### src/rtl/serial_andor_chain_pkg.sv
// Shared types, sizes and the AND-OR stage function for the serial chain evaluator.
// The bench scoreboard reuses andor_step so both sides agree on one definition.
package serial_andor_chain_pkg;

    localparam int unsigned N  = 5;
    localparam int unsigned CW = 3;

    typedef logic [1:0] state_t;

    localparam state_t IDLE  = 2'd0;
    localparam state_t ACCUM = 2'd1;
    localparam state_t HOLD  = 2'd2;

    typedef struct packed {
        logic [N-1:0]  chain;
        logic [CW-1:0] count;
        logic          overflow;
    } result_t;

    function automatic logic andor_step(input logic c, input logic p, input logic g);
        return (c & p) | g;
    endfunction

endpackage

### src/rtl/serial_andor_chain_if.sv
// Beat stream in, result word out, for the serial AND-OR chain evaluator.
interface serial_andor_chain_if import serial_andor_chain_pkg::*; ();

    logic          in_valid;
    logic          in_ready;
    logic          in_first;
    logic          in_last;
    logic          in_seed;
    logic          in_p;
    logic          in_g;
    logic          out_valid;
    logic          out_ready;
    logic [N-1:0]  out_chain;
    logic [CW-1:0] out_count;
    logic          out_overflow;

    modport master (
        output in_valid, in_first, in_last, in_seed, in_p, in_g, out_ready,
        input  in_ready, out_valid, out_chain, out_count, out_overflow
    );

    modport slave (
        input  in_valid, in_first, in_last, in_seed, in_p, in_g, out_ready,
        output in_ready, out_valid, out_chain, out_count, out_overflow
    );

endinterface

### src/rtl/serial_andor_chain_stage_reg.sv
// Single-bit chain value register: load from seed, advance one stage, or hold.
// c_next_c exposes the value being written so the result word can capture it the same edge.
module andor_stage_reg import serial_andor_chain_pkg::*; (
    input  logic clk,
    input  logic rst,
    input  logic load,
    input  logic step,
    input  logic seed,
    input  logic p,
    input  logic g,
    output logic c,
    output logic c_next_c
);

    always_comb begin
        c_next_c = c;
        if (load) begin
            c_next_c = andor_step(seed, p, g);
        end else if (step) begin
            c_next_c = andor_step(c, p, g);
        end
    end

    always_ff @(posedge clk) begin
        if (rst) begin
            c <= 1'b0;
        end else begin
            c <= c_next_c;
        end
    end

endmodule

### src/rtl/serial_andor_chain.sv
// Serial AND-OR propagate chain: one stage per accepted beat, result word held until taken.
// in_ready/out_valid are flops loaded from the next state, so no input reaches an output combinationally.
module serial_andor_chain import serial_andor_chain_pkg::*; (
    input  logic                 clk,
    input  logic                 rst,
    serial_andor_chain_if.slave  bus
);

    state_t  state_q;
    state_t  state_d;
    result_t res_q;
    result_t res_d;
    logic    ready_q;
    logic    valid_q;
    logic    accept_c;
    logic    load_c;
    logic    step_c;
    logic    c_q;
    logic    c_next_c;

    assign accept_c = bus.in_valid & ready_q;
    assign load_c   = accept_c & bus.in_first & (state_q != HOLD);
    assign step_c   = accept_c & ~bus.in_first & (state_q == ACCUM);

    andor_stage_reg u_stage (
        .clk      (clk),
        .rst      (rst),
        .load     (load_c),
        .step     (step_c),
        .seed     (bus.in_seed),
        .p        (bus.in_p),
        .g        (bus.in_g),
        .c        (c_q),
        .c_next_c (c_next_c)
    );

    // Next state and result word; a first beat in ACCUM restarts exactly like IDLE.
    always_comb begin
        state_d = state_q;
        res_d   = res_q;
        case (state_q)
            IDLE, ACCUM: begin
                if (load_c) begin
                    res_d.chain    = '0;
                    res_d.chain[0] = c_next_c;
                    res_d.count    = CW'(1);
                    res_d.overflow = 1'b0;
                    state_d        = bus.in_last ? HOLD : ACCUM;
                end else if (step_c) begin
                    if (res_q.count < CW'(N)) begin
                        for (int unsigned i = 0; i < N; i++) begin
                            if (CW'(i) == res_q.count) begin
                                res_d.chain[i] = c_next_c;
                            end
                        end
                        res_d.count = res_q.count + CW'(1);
                    end else begin
                        res_d.overflow = 1'b1;
                    end
                    if (bus.in_last) begin
                        state_d = HOLD;
                    end
                end
            end
            HOLD: begin
                if (bus.out_ready) begin
                    state_d = IDLE;
                end
            end
            default: begin
                state_d = IDLE;
            end
        endcase
    end

    always_ff @(posedge clk) begin
        if (rst) begin
            state_q <= IDLE;
            res_q   <= '0;
            ready_q <= 1'b1;
            valid_q <= 1'b0;
        end else begin
            state_q <= state_d;
            res_q   <= res_d;
            ready_q <= (state_d != HOLD);
            valid_q <= (state_d == HOLD);
        end
    end

    assign bus.in_ready     = ready_q;
    assign bus.out_valid    = valid_q;
    assign bus.out_chain    = res_q.chain;
    assign bus.out_count    = res_q.count;
    assign bus.out_overflow = res_q.overflow;

endmodule
### src/flat_wrapper.sv
// flat-port wrapper written by rule: the top's interface ports become plain ports
module serial_andor_chain_flat import serial_andor_chain_pkg::*;
  (clk, rst, bus_in_valid, bus_in_first, bus_in_last, bus_in_seed, bus_in_p, bus_in_g, bus_out_ready, bus_in_ready, bus_out_valid, bus_out_chain, bus_out_count, bus_out_overflow);
  serial_andor_chain_if bus_i ();
  input  logic clk;
  input  logic rst;
  input wire logic [$bits(bus_i.in_valid)-1:0] bus_in_valid;
  input wire logic [$bits(bus_i.in_first)-1:0] bus_in_first;
  input wire logic [$bits(bus_i.in_last)-1:0] bus_in_last;
  input wire logic [$bits(bus_i.in_seed)-1:0] bus_in_seed;
  input wire logic [$bits(bus_i.in_p)-1:0] bus_in_p;
  input wire logic [$bits(bus_i.in_g)-1:0] bus_in_g;
  input wire logic [$bits(bus_i.out_ready)-1:0] bus_out_ready;
  output wire logic [$bits(bus_i.in_ready)-1:0] bus_in_ready;
  output wire logic [$bits(bus_i.out_valid)-1:0] bus_out_valid;
  output wire logic [$bits(bus_i.out_chain)-1:0] bus_out_chain;
  output wire logic [$bits(bus_i.out_count)-1:0] bus_out_count;
  output wire logic [$bits(bus_i.out_overflow)-1:0] bus_out_overflow;
  assign bus_i.in_valid = bus_in_valid;
  assign bus_i.in_first = bus_in_first;
  assign bus_i.in_last = bus_in_last;
  assign bus_i.in_seed = bus_in_seed;
  assign bus_i.in_p = bus_in_p;
  assign bus_i.in_g = bus_in_g;
  assign bus_i.out_ready = bus_out_ready;
  assign bus_in_ready = bus_i.in_ready;
  assign bus_out_valid = bus_i.out_valid;
  assign bus_out_chain = bus_i.out_chain;
  assign bus_out_count = bus_i.out_count;
  assign bus_out_overflow = bus_i.out_overflow;
  serial_andor_chain u_core (.clk(clk), .rst(rst), .bus(bus_i));
endmodule
### config.mk
export PLATFORM = sky130hd
export DESIGN_NAME = serial_andor_chain_flat
export DESIGN_NICKNAME = d
export VERILOG_FILES = /design/src/rtl/serial_andor_chain_pkg.sv /design/src/rtl/serial_andor_chain_if.sv /design/src/rtl/serial_andor_chain_stage_reg.sv /design/src/rtl/serial_andor_chain.sv /design/src/flat_wrapper.sv
export SDC_FILE = /design/constraint.sdc
export NUM_CORES = 1
export LEC_CHECK = 0
export CORE_MARGIN = 3
export CORE_UTILIZATION = 35
export DETAILED_ROUTE_END_ITERATION = 10
export SLEW_MARGIN = 20
export SYNTH_ARGS = -nofsm -noshare
export SYNTH_HDL_FRONTEND = slang
export SYNTH_SLANG_ARGS = --single-unit
### constraint.sdc
create_clock -name clk -period 1.8 [get_ports clk]
set_input_delay 0.18 -clock clk [delete_from_list [all_inputs] [get_ports clk]]
set_output_delay 0.18 -clock clk [all_outputs]
set_load 0.05 [all_outputs]
* Word level (Yosys, flattened, before mapping)
Index checks and enable logic that the tools add are counted.
Cells by class: order comparisons 1, divide/modulo/power cells 0, equal/unequal tests 10, multipliers 0, multiplexer cells 17, bitwise operators 10, $add $sub $neg 1, shifts and indexed selects 0, reduce and logical (&&, ||, !) cells 17
Operators by type and width (number):
- AND reduction 4 bit | 5
- 2-to-1 mux 9 bit | 2
- nonzero test 2 bit | 7
- 2-to-1 mux 2 bit | 5
- 2-to-1 mux 1 bit | 8
- 2-to-1 mux 8 bit | 1
- bitwise AND 1 bit | 7
- == test 2 x 3 -> 1 bit (first input constant) | 2
- AND reduction 3 bit | 2
- == test 2 bit (second input constant) | 2
- != test 2 bit (second input constant) | 2
- one-hot mux 2 bit (2 select lines) | 1
- adder 3 x 1 -> 3 bit (second input constant) | 1
- == test 1 x 3 -> 1 bit (first input constant) | 1
- == test 3 bit (first input constant) | 1
- zero test 3 bit | 1
- < comparator 3 bit (second input constant) | 1
- == test 2 x 1 -> 1 bit (second input constant) | 1
- zero test 2 bit | 1
- != test 2 x 1 -> 1 bit (second input constant) | 1
- bitwise OR 1 bit | 2
- OR reduction 2 bit | 1
- NOT 1 bit | 1
Storage, ports and cells: bits in read-only memories 0, register bits after elaboration 14, latch bits 0, logic and storage cells 67, RAM bits 0, memories 0

* Longest topological paths before layout
Gate-level depths: netlist (run 1).
word-level depth 9, mapped depth 6, mapped depth without buffers 6

* By module
Synthesis (run 1) repeated with hierarchy kept, for this count alone.
Second synthesis, totals: cell total of the unflattened synthesis 86, area total of the unflattened synthesis 735.7 µm²
By module, submodules not included:
- serial_andor_chain | seq. area each 260.2 µm², cells an instance 79, area an instance 680.7 µm², times used 1
- andor_stage_reg | seq. area each 20.0 µm², cells an instance 7, area an instance 55.1 µm², times used 1

* Least setup slack after synthesis (run 1)
Ideal clock, no wire load.
kind register -> register, from reg u_core.res_q (netlist bit u_core.bus.out_count[0]), to reg u_core.res_q (netlist bit u_core.bus.out_chain[3]), period minus slack after synthesis 1813 ps, setup slack -13 ps, buffers on the path 0, cell stages (with the launch flop) 5, arrival 1712 ps, cell sequence dfxtp_1 -> ha_1 -> ha_1 -> or4b_1 -> o41ai_1
On the way: word-level cells in the longest chain between the ends 3, elaborated cells between the ends (all ways) 5
RTL lines:
- from (decl) | RTL line serial_andor_chain.sv:11 | result_t res_q;
- from (signal assigned) | RTL line serial_andor_chain.sv:84 | res_q <= res_d;
- < comparator 3 bit or == test 2 x 3 -> 1 bit (tied branches) | RTL line serial_andor_chain.sv:50, serial_andor_chain.sv:52
- nonzero test 2 bit (no line)
- AND reduction 4 bit (no line) (*)
Every way passes the cells marked *; elsewhere a longest branch is shown, timed or not. A chain may end at the register's enable or synchronous reset.

* Final worst setup path (run 1)
from reg u_core.res_q (netlist bit u_core.bus.out_count[2]), to out bus_out_count[2]
RTL lines:
- to (decl) | RTL line flat_wrapper.sv:17 | output wire logic [$bits(bus_i.out_count)-1:0] bus_out_count;
No word-level cell between the ends.

==> results.toml, run 1 <==
[finish]
num-fill-cells = 195
num_antenna_cells = 0
areaGrowthSynthToFinish_pct = 42.12
finalNetCount = 133
design_area_sq_um = 1140
seq_area_sq_um = 282.8
layout_commonest_cell = "clkdlybuf4s50_1"
layout_common_cells = "clkdlybuf4s50_1, dfxtp_1, buf_4"
multiInputGateArea_sq_um = 500.5
final_util = 0.5528
drive_above_1_share = 0.1864

[place]
place_area_sq_um = 1082
dp_hpwl_um = 1512
portBuffers = 19
gp_congestion = 0.8417
pre_cts_ws_ns = -0.02834

[sta]
worstMarginPinSlew_ns = 0.4985
relSlewSlack = 0.6666
worst_slack_ns = 0.04042
fin_hold_ws_ns = 0.4838
slew_violations = 0
fin_skew_ns = 0.001964
fmax_mhz = 568.3
setup_viol = 0
min_period_ns = 1.760
rsz0062_at_grt = "false"
tns_ns = 0
post-route-period-util = 0.9775
hold_viol = 0

[synth]
synth_compound_area_frac = 0.2434
ys_ff_latch = 14
synthAdderAreaFrac = 0.07800
yosys_warnings = 0
netlist_area_sq_um = 802.0
synth_xor_area_frac = 0
synth.avg_cell_area_sq_um = 9.114
synthSimpleGateAreaFrac = 0.2808
synth_top_family_by_area = "simple AND/OR/NAND/NOR gates"
synthesis.instances = 88
synth_nets = 102
ys_seq_area_frac = 0.3495
ys_types = 38
synthMuxAreaShare = 0

[routing]
routed_wl_um = 1964
via_per_inst = 5.476
ant_nets = 0
firstDrtPassIters = 4
drt_iter0_markers = 21
routedWlPerCell_um = 13.54
drc = 0
vias = 794

[cts]
cts_max_level = 1
insertion_delay_ns = 0.27
clock-sinks = 14
postCtsSetupBuffers = 0
clockRootBuffer = "clkbuf_4"
clk_pin_slew_ns = 0.09
cts_made_buffers = 3
clock_path_buffers = 2
cts_tree = "built"

[critical_path]
max_stage_delay_ns = 0.85
critPathRequiredTime_ns = 1.62
end_kind = "primary output"
crit_type = "reg -> out"
critPathTopFamily = "buffers and inverters"
crit_path_max_fanout = 7
worstPathArrival_ns = 1.58
timing.critical_path.buf_inv = 1
worst_path_max_delay_cell = "clkdlybuf4s50_1"
critical_path.cell_chain = "clkdlybuf4s50_1"
critPathLaunchType = "flip-flop"

[floorplan]
die_y_um = 53.87
coreArea_sq_um = 2062
die_area_sq_um = 2902
start_util = 0.3890
num_io_pins = 20
core.rowCount = 16
die_w_um = 53.87

[pwr]
cellPowerDensity_nw_per_um2 = 656.8
power.leakage_uw = 0.0004339
ir_drop_mv = 0.3704

[grt]
grt_max_degree = 13
grt-ovfl-total = 0
grt_pass1_vias = 747
antenna_found_initial = 0
grt_usage = 0.1584
grt_first_pass_wirelength_um = 3318

[min_path]
hold_path_class = "reg -> reg"

[status]
status = "finished, final reports clean"

[run]
cap_violations = 0
==> area by class of cell <==
type	instances	area share
multi-input combinational	66	0.4391
clock buffer	4	0.03183
sequential	14	0.2481
inverter	5	0.01647
timing repair buffer	29	0.2349
tap	27	0.02964
==> state kept, by name (all words and copies together) (netlist names) <==
name                     count
u_core.bus.out_chain         5
u_core.state_q               2
u_core.bus.out_valid         1
u_core.bus.out_count         3
u_core.u_stage.c             1
u_core.bus.out_overflow      1
u_core.bus.in_ready          1
==> synth_stat cells (all sizes together) <==
cell,count,area [sq um]
dfxtp,14,280.3
a21oi,7,35.03
nand2,7,26.28
nor2,6,22.52
ha,5,62.56
inv,5,18.77
nand3b,5,50.05
nand2b,4,25.02
nor3,3,15.01
o21ai,3,15.01
a2111oi,2,18.77
a221oi,2,17.52
buf,2,16.26
nand4b,2,17.52
o41ai,2,25.03
a211oi,1,7.510
a21o,1,7.510
a221o,1,10.01
a311oi,1,8.760
a32oi,1,8.760
and3b,1,8.760
and4,1,8.760
clkbuf,1,3.750
nand3,1,5.000
nand4,1,6.260
nor3b,1,12.51
o2111ai,1,8.760
o211ai,1,7.510
o21a,1,7.510
o31a,1,8.760
o32ai,1,8.760
or2,1,6.260
or4,1,11.26
or4b,1,10.01
==> stage by stage <==
stage	cells	total power, uW
floorplan	88	445.2
global placement	141	520.4
detailed placement	141	520.7
CTS	145	750.4
global route	145	786.7
finish	145	748.6
==> metal layers <==
layer  GRT usage  part of all wire
met2      0.2520              0.45
met1      0.2047              0.49
met5           0                 0
met3     0.02770             0.050
met4     0.07660            0.0092
==> logic make-up (layout without fill, tap and decap cells) <==
family	after synthesis	in the layout
simple gates	35	35
compound gates	26	26
fa+ha+maj	5	5
buf+inv	8	38
flops	14	14
==> repair_timing <==
item                       in CTS  in global routing
setup endpoints to repair       0                  2
resized for setup               0                  4
hold buffers                    0                  0
==> where the power goes <==
| group | switching (uW) | internal [uW] |
|---|---|---|
| clock network | 103 | 123 |
| logic | 101 | 81.4 |
| registers | 16.8 | 323 |
| total | 221 | 527 |
==> path summary, 6_finish.rpt <==
check	start	endpoint	slack, ns	cells past startpoint
worst max-delay path	u_core.bus.out_count[2]$_SDFFE_PP0P_	bus_out_count[2]	0.04	1
worst min-delay path	u_core.bus.out_chain[2]$_SDFFE_PP0P_	u_core.bus.out_chain[2]$_SDFFE_PP0P_	0.48	2
worst max register to register	u_core.bus.out_count[0]$_SDFFE_PP0P_	u_core.bus.out_chain[0]$_SDFFE_PP0P_	0.21	7
worst min register to register	u_core.bus.out_chain[2]$_SDFFE_PP0P_	u_core.bus.out_chain[2]$_SDFFE_PP0P_	0.48	2
==> worst min-delay path, cell delays in order (launching register included) <==
cell	delay, ns
dfxtp_1	0.32
nand3b_1	0.07
a21oi_1	0.06
(Power assumes the default switching activity.)
==> run 2: changes to the inputs <==
ABC_AREA = 1   (was default)
==> run 2 against run 1 <==
Routed wire length decreased by 19%. Die area decreased by 1.9%. First-iteration DRC count decreased by 29%. Worst setup slack improved by 0.050 ns. Critical path depth unchanged. Clock power decreased by 23%. Cell count increased by 12%. Synthesized cell count increased by 28%. Largest cell class unchanged.
==> results.toml, run 2 <==
[grt]
grt_first_pass_wirelength_um = 2677
grt_pass1_vias = 648
antenna_found_initial = 0
grt_usage = 0.1300
grt_max_degree = 9
grt-ovfl-total = 0

[sta]
worstMarginPinSlew_ns = 0.4966
fin_skew_ns = 0.002549
fmax_mhz = 584.8
slew_violations = 0
tns_ns = 0
post-route-period-util = 0.9500
min_period_ns = 1.710
setup_viol = 0
hold_viol = 0
relSlewSlack = 0.6679
worst_slack_ns = 0.09006
rsz0062_at_grt = "false"

[pwr]
power.leakage_uw = 0.0004768
ir_drop_mv = 0.3582
cellPowerDensity_nw_per_um2 = 639.7

[run]
cap_violations = 0

[critical_path]
timing.critical_path.buf_inv = 1
crit_type = "reg -> out"
crit_path_max_fanout = 6
worst_path_max_delay_cell = "clkdlybuf4s50_1"
worstPathArrival_ns = 1.53
critPathRequiredTime_ns = 1.62
end_kind = "primary output"
max_stage_delay_ns = 0.84
critPathTopFamily = "buffers and inverters"
critPathLaunchType = "flip-flop"
critical_path.cell_chain = "clkdlybuf4s50_1"

[min_path]
hold_path_class = "reg -> reg"

[cts]
clock-sinks = 14
clockRootBuffer = "clkbuf_4"
clk_pin_slew_ns = 0.08
postCtsSetupBuffers = 0
cts_made_buffers = 3
clock_path_buffers = 2
post_cts_resized = 0
insertion_delay_ns = 0.27
cts_max_level = 1
holdBufCountCts = 0
cts_tree = "built"

[synth]
yosys_warnings = 0
netlist_area_sq_um = 784.5
ys_top_cells_by_area = "dfxtp_1, nand2_1, ha_1"
synth.avg_cell_area_sq_um = 6.942
async_reset_ff_frac = 0
synth_commonest_cells = "nand2_1, nor2_1, dfxtp_1"
synth_nets = 127
yosysMostFrequentCell = "nand2_1"
synth_edf_count = 0
ys_ff_latch = 14
ys_types = 20
yosysTopAreaCell = "dfxtp_1"
synthesis.instances = 113
ys_seq_area_frac = 0.3573
synth-main-ff-cell = "dfxtp_1"
netlist.area_leader.share = 0.3573

[finish]
areaGrowthSynthToFinish_pct = 31.10
largest_reg_flops = 5
layout_common_cells = "nand2_1, clkdlybuf4s50_1, nor2_1"
layout_commonest_cell = "nand2_1"
drive_above_1_share = 0.1630
num_antenna_cells = 0
final_cells = 162
finalNetCount = 151
design_area_sq_um = 1028

[routing]
ant_nets = 0
drt_iter0_markers = 15
routed_wl_um = 1599
drc = 0
via_per_inst = 4.420
routedWlPerCell_um = 9.870
vias = 716
firstDrtPassIters = 4

[place]
dp_hpwl_um = 1301
portBuffers = 19
place_area_sq_um = 1006
pre_cts_ws_ns = 0.3103
dp.cells = 159
gp_congestion = 0.7849

[floorplan]
die_w_um = 53.35
coreArea_sq_um = 2042
die_area_sq_um = 2846
die_y_um = 53.35
start_util = 0.3842
core.rowCount = 16
num_io_pins = 20

[status]
status = "finished, final reports clean"
-- run 2: cell count changes in the layout (fill, tap and decap cells not counted), moves of 4 or more --
cell | before | now
nor2_1 | 6 | 15
nand2b_1 | 4 | 0
buf_4 | 10 | 2
inv_2 | 0 | 5
nand2_1 | 7 | 36
nand3b_1 | 4 | 0
inv_1 | 5 | 11
-- run 2: path summary, 6_finish.rpt --
path | start | to | slack, ns | cells past startpoint
worst max register to register | u_core.bus.out_count[0]$_SDFFE_PP0P_ | u_core.bus.out_chain[0]$_SDFFE_PP0P_ | 0.57 | 8
worst min-delay path | u_core.bus.out_chain[1]$_SDFFE_PP0P_ | u_core.bus.out_chain[1]$_SDFFE_PP0P_ | 0.49 | 2
worst min register to register | u_core.bus.out_chain[1]$_SDFFE_PP0P_ | u_core.bus.out_chain[1]$_SDFFE_PP0P_ | 0.49 | 2
worst max-delay path | u_core.bus.out_count[1]$_SDFFE_PP0P_ | bus_out_count[1] | 0.09 | 1
-- run 2: routing by layer --
metal | up-vias | GRT usage | part of all wire
li1 | 393 | - | -
met5 | - | 0 | 0
met4 | 0 | 0.05106 | 0.0063
met2 | 16 | 0.1959 | 0.43
met3 | 2 | 0.04507 | 0.054
met1 | 305 | 0.1669 | 0.51
-- run 2: through the flow --
stage	hold slack (ns)	power, uW	utilization
2_1_floorplan	0.2746	443.6	-
5_1_grt	0.5231	698.4	0.5037
4_1_cts	0.4964	669.3	0.5037
6_report	0.4925	658.0	0.5037
3_3_place_gp	0.4805	492.4	0.4926
3_5_place_dp	0.4751	494.0	0.4926
-- run 2: area by class of cell --
cell class,instances,area (sq um)
tap,27,33.78
fill,224,1013
timing repair buffer,20,195.2
clock buffer,3,22.52
inverter,17,63.81
sequential,14,280.3
multi-input combinational,81,432.9
-- run 2: cells by family after synthesis --
family / after synthesis / share of synthesized area
compound gates: 10 / 0.08454
buf+inv: 18 / 0.09091
flops: 14 / 0.3573
fa+ha+maj: 5 / 0.07974
simple gates: 66 / 0.3876
-- run 2: power by group --
part | internal (uW) | switching [uW]
combinational | 57.5 | 95.8
sequential | 322 | 10.2
clock | 77.4 | 95.2
total | 457 | 201
